<file path="config.mk">
export PLATFORM = sky130hd
export DESIGN_NAME = gray_step_sched
export DESIGN_NICKNAME = d
export VERILOG_FILES = /design/src/rtl/gray_step_sched.sv
export SDC_FILE = /design/constraint.sdc
export NUM_CORES = 1
export LEC_CHECK = 0
export CAP_MARGIN = 20
export CORE_MARGIN = 5
export CORE_UTILIZATION = 55
export CTS_CLUSTER_SIZE = 20
export DETAILED_ROUTE_END_ITERATION = 7
export DONT_BUFFER_PORTS = 1
export GPL_TIMING_DRIVEN = 0
export PLACE_DENSITY = 0.73
export SYNTH_ARGS = -nofsm -noshare
export SYNTH_HDL_FRONTEND = slang
export SYNTH_SLANG_ARGS = --single-unit
export TNS_END_PERCENT = 20
</file>
<file path="constraint.sdc">
create_clock -name i_clk -period 2.3 [get_ports i_clk]
set_input_delay 0.46 -clock i_clk [delete_from_list [all_inputs] [get_ports i_clk]]
set_output_delay 0.46 -clock i_clk [all_outputs]
set_load 0.005 [all_outputs]
</file>
<file path="src/rtl/gray_step_sched.sv">
// Round-robin scheduler sharing one Gray-coded step counter among N_REQ
// requesters. The winner of an arbitration owns the counter for Len steps,
// one step per cycle, then releases it through a one-cycle DONE state.
module gray_step_sched #(
  parameter int unsigned N_REQ = 4,
  parameter int unsigned CW    = 3,
  parameter int unsigned LW    = 4
) (
  input  logic                      i_clk,
  input  logic                      i_reset,
  input  logic [N_REQ-1:0]          i_req,
  input  logic [N_REQ*LW-1:0]       i_len,
  output logic [N_REQ-1:0]          o_grant,
  output logic [$clog2(N_REQ)-1:0]  o_owner,
  output logic                      o_busy,
  output logic                      o_done,
  output logic                      o_aborted,
  output logic [CW-1:0]             o_output,
  output logic                      o_overflow
);

  localparam int unsigned OW = $clog2(N_REQ);

  typedef enum logic [1:0] {
    S_IDLE = 2'd0,
    S_RUN  = 2'd1,
    S_DONE = 2'd2
  } state_t;

  state_t          r_state,   w_state_nxt;
  logic [CW-1:0]   r_bin,     w_bin_nxt;
  logic [LW-1:0]   r_rem,     w_rem_nxt;
  logic [OW-1:0]   r_rr,      w_rr_nxt;
  logic [N_REQ-1:0] r_grant,  w_grant_nxt;
  logic [OW-1:0]   r_owner,   w_owner_nxt;
  logic            r_busy,    w_busy_nxt;
  logic            r_done,    w_done_nxt;
  logic            r_aborted, w_aborted_nxt;
  logic            r_ovf,     w_ovf_nxt;
  logic [CW-1:0]   r_gray,    w_gray_nxt;
  logic            w_found;
  logic [OW-1:0]   w_win;

  // Round-robin search: first set request at or above the rr pointer, with wrap
  always_comb begin
    w_found = 1'b0;
    w_win   = r_rr;
    for (int unsigned i = 0; i < N_REQ; i++) begin
      if (!w_found && i_req[OW'(r_rr + OW'(i))]) begin
        w_found = 1'b1;
        w_win   = OW'(r_rr + OW'(i));
      end
    end
  end

  // Next-state and next-output logic; Done defaults low so it pulses once
  always_comb begin
    w_state_nxt   = r_state;
    w_bin_nxt     = r_bin;
    w_rem_nxt     = r_rem;
    w_rr_nxt      = r_rr;
    w_grant_nxt   = r_grant;
    w_owner_nxt   = r_owner;
    w_busy_nxt    = r_busy;
    w_done_nxt    = 1'b0;
    w_aborted_nxt = r_aborted;
    w_ovf_nxt     = r_ovf;

    case (r_state)
      S_IDLE: begin
        if (w_found) begin
          w_state_nxt   = S_RUN;
          w_grant_nxt   = N_REQ'(1) << w_win;
          w_owner_nxt   = w_win;
          w_busy_nxt    = 1'b1;
          w_rem_nxt     = i_len[LW*int'(w_win) +: LW];
          w_ovf_nxt     = 1'b0;
          w_aborted_nxt = 1'b0;
        end
      end
      S_RUN: begin
        if (!i_req[r_owner]) begin
          w_state_nxt   = S_DONE;
          w_aborted_nxt = 1'b1;
        end else if (r_rem == '0) begin
          w_state_nxt   = S_DONE;
          w_aborted_nxt = 1'b0;
        end else begin
          w_bin_nxt = r_bin + CW'(1);
          w_rem_nxt = r_rem - LW'(1);
          if (r_bin == {CW{1'b1}}) begin
            w_ovf_nxt = 1'b1;
          end
          if (r_rem == LW'(1)) begin
            w_state_nxt   = S_DONE;
            w_aborted_nxt = 1'b0;
          end
        end
        if (w_state_nxt == S_DONE) begin
          w_done_nxt  = 1'b1;
          w_grant_nxt = '0;
          w_busy_nxt  = 1'b0;
          w_rr_nxt    = r_owner + OW'(1);
        end
      end
      S_DONE: begin
        w_state_nxt = S_IDLE;
      end
      default: begin
        w_state_nxt = S_IDLE;
      end
    endcase

    w_gray_nxt = w_bin_nxt ^ (w_bin_nxt >> 1);
  end

  // State and output registers; synchronous reset clears everything
  always_ff @(posedge i_clk) begin
    if (i_reset) begin
      r_state   <= S_IDLE;
      r_bin     <= '0;
      r_rem     <= '0;
      r_rr      <= '0;
      r_grant   <= '0;
      r_owner   <= '0;
      r_busy    <= 1'b0;
      r_done    <= 1'b0;
      r_aborted <= 1'b0;
      r_ovf     <= 1'b0;
      r_gray    <= '0;
    end else begin
      r_state   <= w_state_nxt;
      r_bin     <= w_bin_nxt;
      r_rem     <= w_rem_nxt;
      r_rr      <= w_rr_nxt;
      r_grant   <= w_grant_nxt;
      r_owner   <= w_owner_nxt;
      r_busy    <= w_busy_nxt;
      r_done    <= w_done_nxt;
      r_aborted <= w_aborted_nxt;
      r_ovf     <= w_ovf_nxt;
      r_gray    <= w_gray_nxt;
    end
  end

  assign o_grant    = r_grant;
  assign o_owner    = r_owner;
  assign o_busy     = r_busy;
  assign o_done     = r_done;
  assign o_aborted  = r_aborted;
  assign o_output   = r_gray;
  assign o_overflow = r_ovf;

endmodule

</file>
==> summary.md, run 1 <==
| Metric | Value |
|---|---|
| Status | complete, no violations |
| Clock latency on the worst-skew pair | 320 ps |
| Max cap viols | 0 |
| First-pass GRT wire length | 4560 um |
| Most frequent cells in the layout | 27 x nor2_1, 23 x dfxtp_1, 17 x nand2_1 |
| Initial antenna violation count | 0 |
| Final WS setup | 281 ps |
| I/O Pins | 35 |
| Fmax | 495 MHz |
| Gr ovfl total | 0 |
| Resize count post-CTS | 0 |
| Critical R2R Capture | r_rem[3] |
| Fin nets | 187 |
| Hold path endpoint | r_rem[1] |
| Syn Nets | 182 |
| Slowest stage delay, CP | 610 ps |
| Synth-to-layout area growth | 5.15% |
| Starting density of the core | 0.571 |
| Largest family of logic cells by synthesized area | simple AND/OR/NAND/NOR gates |
| Antenna cell count | 0 |
| CTS max path bufs | 2 |
| Critical-path cell list | mux4_2, nand3_2, nand2_1, nor2_1, nor2_1, a31o_1 |
| Final period utilization | 0.878 |
| Hold Crit Class | input pin to flip-flop |
| DR iter-0 viols | 21 |
| Sequential fraction of the synthesis area | 0.365 |
| Setup violators final | 0 |
| Total track usage | 0.174 |
| Vias in the first global route | 1068 |
| Post-synthesis simple-gate area fraction | 0.268 |
| Fin. Hold Viols | 0 |
| Worst-margin pin slew | 518 ps |
| Via Count | 1086 |
| Leak | 0.522 nW |
| Compound-Gate Fraction of Synth Area | 0.202 |
| CTS tree | yes |
| Inst Count DP | 184 |
| Die X | 57.9 um |
| Clock slew at reported path FFs | 130 ps |
| RSZ-0062 raised after global routing | false |
| Post-synth top flop | dfxtp_1 |
| Syn. warnings | 0 |
| Clock sink total | 23 |
| DP Wirelength | 2140 um |
| WL/cell | 14.6 um |
| RePlAce Congestion | 0.858 |
| Crit. path cell count | 6 |
| Power Dens Cells | 906 nW/um^2 |
| Synth Cell Area | 1260 um^2 |
| R2R Path Start | o_owner[0] |
| Min Tclk post-route | 2020 ps |
| CTS Buf Count | 3 |
| Non-filler cells, final | 188 |
| Setup crit start | o_owner[0] |
| Post-synth EDFFs | 0 |
| Worst Reg-to-Reg Cells | 6 |
| Post-synthesis xor/xnor area fraction | 0.0486 |
| Cell count after synthesis | 156 |
| WP data arrival | 2240 ps |
| Endpoint class of the critical path | flip-flop |
| Hold Buf Count CTS | 0 |
| Async SR Flop Fraction | 0 |
| Die height | 57.9 um |
| Cell at the slowest stage of the critical path | mux4_2 |
| Crit path max fanout | 9 |
| Delay-heaviest family, CP | multiplexers |
| Post-CTS Setup Repair Bufs | 0 |
| Post-Synth Adder-Cell Area | 0.0396 |
| Maximum VDD drop | 0.000575 V |
| First-pass DRT Iterations | 4 |
| Flops & latches, synth | 23 |
| FF-to-FF setup slack | 280 ps |
| DRC Markers | 0 |
| Antenna Nets Post-Route | 0 |
| Commonest non-fill, non-tap cell in the layout | nor2_1 |
| Mean Syn Cell Area | 8.09 um^2 |
| H-tree Lvls | 1 |
| PortBufs | 0 |
| Root buffer cell | clkbuf_4 |
| Std-Cell Rows | 17 |
| Netlist cell types | 43 |
| Post-route setup TNS | 0 ps |
| WL final | 2750 um |
| Mux cell area share after synthesis | 0.0347 |
| Hold_sp | i_len[9] |
| CP Class | flip-flop to flip-flop |
| Critical path buffer and inverter count | 0 |
| Die Area | 3350 um^2 |
| CP dominant cell by count | nor2_1 |
| Worst clock skew | 8.37 ps |
| CP Launch Type | flip-flop |
| Slew headroom | 0.653 |
| Core Footprint | 2210 um^2 |
| Largest net degree at the start of global routing | 15 |
| WHS Path Cells | 3 |
| Worst path required time | 2520 ps |
| Layout cells sized above 1 | 0.0938 |
| DR vias/cell | 5.78 |
| Dpl ws | 251 ps |
| Max Slew Vio Count | 0 |
worst max path at each step:
stage,to,slack [ps]
after CTS,r_rem[3],290
after detailed placement,r_rem[1],250
after global routing,r_rem[3],140
after floorplan,r_rem[1],310
final,r_rem[3],280
after global placement,r_rem[1],270
power breakdown:
group / switching, W / internal [W]
Clock: 0.000128 / 0.0000665
Sequential: 0.0000752 / 0.000471
Combinational: 0.000268 / 0.000194
Total: 0.000471 / 0.000732
metal layers:
layer,GRT usage,vias to the layer above,part of all wire
met4,0.0397,0,0.011
met2,0.319,19,0.51
met1,0.185,507,0.41
met5,0,-,0
met3,0.0690,4,0.061
li1,-,556,-
metrics by stage:
step           total power (W)  area [um^2]   util  hold slack, ps
2_1_floorplan         0.000917         1260      -             464
6_report               0.00120         1330  0.600             425
4_1_cts                0.00121         1330  0.600             419
5_1_grt                0.00130         1330  0.600             428
3_3_place_gp          0.000993         1300  0.587             486
3_5_place_dp           0.00102         1300  0.587             493
state kept, by name, indices dropped and copies added (netlist names):
signal,flops
r_rem,4
o_output,2
r_rr,2
r_state,2
o_owner,2
o_grant,4
o_done,1
o_busy,1
o_overflow,1
r_bin,3
o_aborted,1
cell type report:
type                       instances  area, um^2
sequential                        23         460
clock inverter                     1        7.51
multi-input combinational        122         748
inverter                           3        11.3
fill                             232         885
clock buffer                       3        22.5
tap                               28        35.0
buffer                             8        42.5
worst reg2reg max path: stages, from the launching register on:
cell and delay, ps:
dfxtp_1 500, mux4_2 610, nand3_2 200, nand2_1 180, nor2_1 160, nor2_1 50
a31o_1 210
cell usage after synthesis (2+ instances only):
| cell | instances | area [um^2] |
|---|---|---|
| nor2_1 | 27 | 101 |
| dfxtp_1 | 23 | 460 |
| nand2_1 | 17 | 63.8 |
| a21oi_1 | 14 | 70.1 |
| clkbuf_1 | 5 | 18.8 |
| nor3_1 | 5 | 25.0 |
| a211oi_1 | 4 | 30.0 |
| a31oi_1 | 4 | 25.0 |
| ha_1 | 4 | 50.1 |
| nand2b_1 | 4 | 25.0 |
| xor2_1 | 4 | 35.0 |
| inv_1 | 3 | 11.3 |
| nor2b_1 | 3 | 18.8 |
| xnor2_1 | 3 | 26.3 |
| a211oi_2 | 2 | 25.0 |
| a31o_1 | 2 | 17.5 |
| a32oi_1 | 2 | 17.5 |
| nand3_1 | 2 | 10.0 |
| o21a_1 | 2 | 15.0 |
| o21ai_0 | 2 | 10.0 |
| o21ai_1 | 2 | 10.0 |
logic make-up (layout without fill, tap and decap cells):
group / count (synthesis) / after routing
AOI/OAI and AO/OA: 38 / 38
xor gates and xnor gates: 7 / 7
adders and majority gates: 4 / 4
buffers and inverters: 11 / 15
DFF: 23 / 23
muxes: 3 / 3
and+or+nand+nor: 70 / 70
No activity file was read; power rests on OpenSTA's default activity.
==> run 2: changes to the inputs <==
--- a/config.mk
+++ b/config.mk
@@ -7,12 +7,12 @@
 export LEC_CHECK = 0
 export CAP_MARGIN = 20
 export CORE_MARGIN = 5
-export CORE_UTILIZATION = 55
+export CORE_UTILIZATION = 30
 export CTS_CLUSTER_SIZE = 20
 export DETAILED_ROUTE_END_ITERATION = 7
 export DONT_BUFFER_PORTS = 1
 export GPL_TIMING_DRIVEN = 0
-export PLACE_DENSITY = 0.73
+export PLACE_DENSITY = 0.47
 export SYNTH_ARGS = -nofsm -noshare
 export SYNTH_HDL_FRONTEND = slang
 export SYNTH_SLANG_ARGS = --single-unit
==> summary.md, run 2 (synthesized netlist as in run 1, its figures left out) <==
| Metric | Value |
|---|---|
| Clock sink total | 23 |
| Worst path required time | 2460 ps |
| CP Launch Type | flip-flop |
| Critical-path cell list | inv_1, ha_1, or3b_2, nand3_2, nand2_1, nor2_1, nor2_1, a31o_1 |
| Dpl ws | 222 ps |
| Antenna cell count | 0 |
| Root buffer cell | clkbuf_8 |
| Final core occ | 0.341 |
| Maximum VDD drop | 0.000538 V |
| PortBufs | 0 |
| I/O Pins | 35 |
| Commonest non-fill, non-tap cell in the layout | nor2_1 |
| CP Class | flip-flop to flip-flop |
| Endpoint class of the critical path | flip-flop |
| WL/cell | 14.3 um |
| Hold Crit Class | input pin to flip-flop |
| DR iter-0 viols | 46 |
| Gr ovfl total | 0 |
| Leak | 0.530 nW |
| Fmax | 499 MHz |
| Power Dens Cells | 915 nW/um^2 |
| H-tree Lvls | 1 |
| Setup violators final | 0 |
| Final WS setup | 295 ps |
| Core Footprint | 4030 um^2 |
| Initial antenna violation count | 0 |
| Starting density of the core | 0.313 |
| Max cap viols | 0 |
| Slowest stage delay, CP | 500 ps |
| Clock latency on the worst-skew pair | 260 ps |
| Std-Cell Rows | 23 |
| Status | complete, no violations |
| CTS max path bufs | 2 |
| Post-route setup TNS | 0 ps |
| Delay-heaviest family, CP | simple AND/OR/NAND/NOR gates |
| Largest net degree at the start of global routing | 15 |
| Post-CTS Setup Repair Bufs | 0 |
| Synth-to-layout area growth | 8.82% |
| Final instance area | 1370 um^2 |
| Worst clock skew | 2.20 ps |
| Layout cells sized above 1 | 0.0938 |
| First-pass GRT wire length | 4810 um |
| Cell at the slowest stage of the critical path | or3b_2 |
| Final period utilization | 0.872 |
| Layout fillers | 441 |
| First-pass DRT Iterations | 4 |
| DR vias/cell | 5.23 |
| Antenna Nets Post-Route | 0 |
| Post-placement cell area | 1330 um^2 |
| Fin nets | 187 |
| Worst-margin pin slew | 574 ps |
| Max Slew Vio Count | 0 |
| RePlAce Congestion | 0.848 |
| Vias in the first global route | 1013 |
| DRC Markers | 0 |
| Most frequent cells in the layout | 27 x nor2_1, 23 x dfxtp_1, 17 x nand2_1 |
| Via Count | 1099 |
| Critical path buffer and inverter count | 1 |
| WP data arrival | 2170 ps |
| Clock slew at reported path FFs | 80 ps |
| Die Area | 5610 um^2 |
| Total track usage | 0.112 |
| Min Tclk post-route | 2010 ps |
| CTS Buf Count | 3 |
| RSZ-0062 raised after global routing | false |
| CP dominant cell by count | nor2_1 |
| Slew headroom | 0.615 |
| WL final | 3000 um |
| CTS tree | yes |
| Crit path max fanout | 9 |
| Resize count post-CTS | 0 |
| Hold Buf Count CTS | 0 |
| Die X | 74.9 um |
| Die height | 74.9 um |
| Fin. Hold Viols | 0 |
| DP Wirelength | 2320 um |
run 2: metrics by stage:
| step | hold slack (ps) | std cells | power, W |
|---|---|---|---|
| after floorplan | 464 | 156 | 0.000917 |
| after global placement | 489 | 206 | 0.00101 |
| after detailed placement | 487 | 206 | 0.00102 |
| after CTS | 489 | 210 | 0.00128 |
| after global routing | 496 | 210 | 0.00136 |
| final | 493 | 210 | 0.00126 |
run 2: worst register-to-register path: cells and delay by family, from the launching register on:
family / cells / cell delay (ps)
fa+ha+maj: 1 / 180
buf+inv: 1 / 80
compound gates: 1 / 210
flops: 1 / 340
simple gates: 5 / 1100
run 2: layer usage:
layer | vias up | track usage | wire length (um)
li1 | 561 | - | -
met4 | 0 | 0.0316 | 44
met3 | 4 | 0.0427 | 266
met1 | 501 | 0.141 | 1310
met2 | 33 | 0.178 | 1380
met5 | - | 0 | 0
run 2: final cells by class:
| class | instances | area [um^2] | share of cell area |
|---|---|---|---|
| plain buffers | 8 | 42.5 | 0.0310 |
| multi-input cells | 122 | 748 | 0.545 |
| well taps | 50 | 62.6 | 0.0455 |
| clock inverters | 1 | 7.51 | 0.00546 |
| flip-flops and latches | 23 | 460 | 0.335 |
| inverters | 3 | 11.3 | 0.00820 |
| clock buffers | 3 | 41.3 | 0.0301 |
run 2: path summary, 6_finish.rpt:
path | cells past startpoint | endpoint | slack [ps] | from
setup / recovery | 8 | r_rem[2] | 290 | r_rem[0]
hold / removal | 3 | r_rem[1] | 490 | i_len[9]
setup reg to reg | 8 | r_rem[2] | 290 | r_rem[0]
hold reg to reg | 2 | o_grant[1] | 500 | o_grant[1]
run 2: power breakdown:
| part | internal (W) | total, W | switching, W | leakage (nW) |
|---|---|---|---|---|
| Clock | 0.000122 | 0.000252 | 0.000129 | 0.0217 |
| Sequential | 0.000471 | 0.000546 | 0.0000747 | 0.189 |
| Combinational | 0.000195 | 0.000460 | 0.000266 | 0.320 |
| Total | 0.000788 | 0.00126 | 0.000470 | 0.530 |
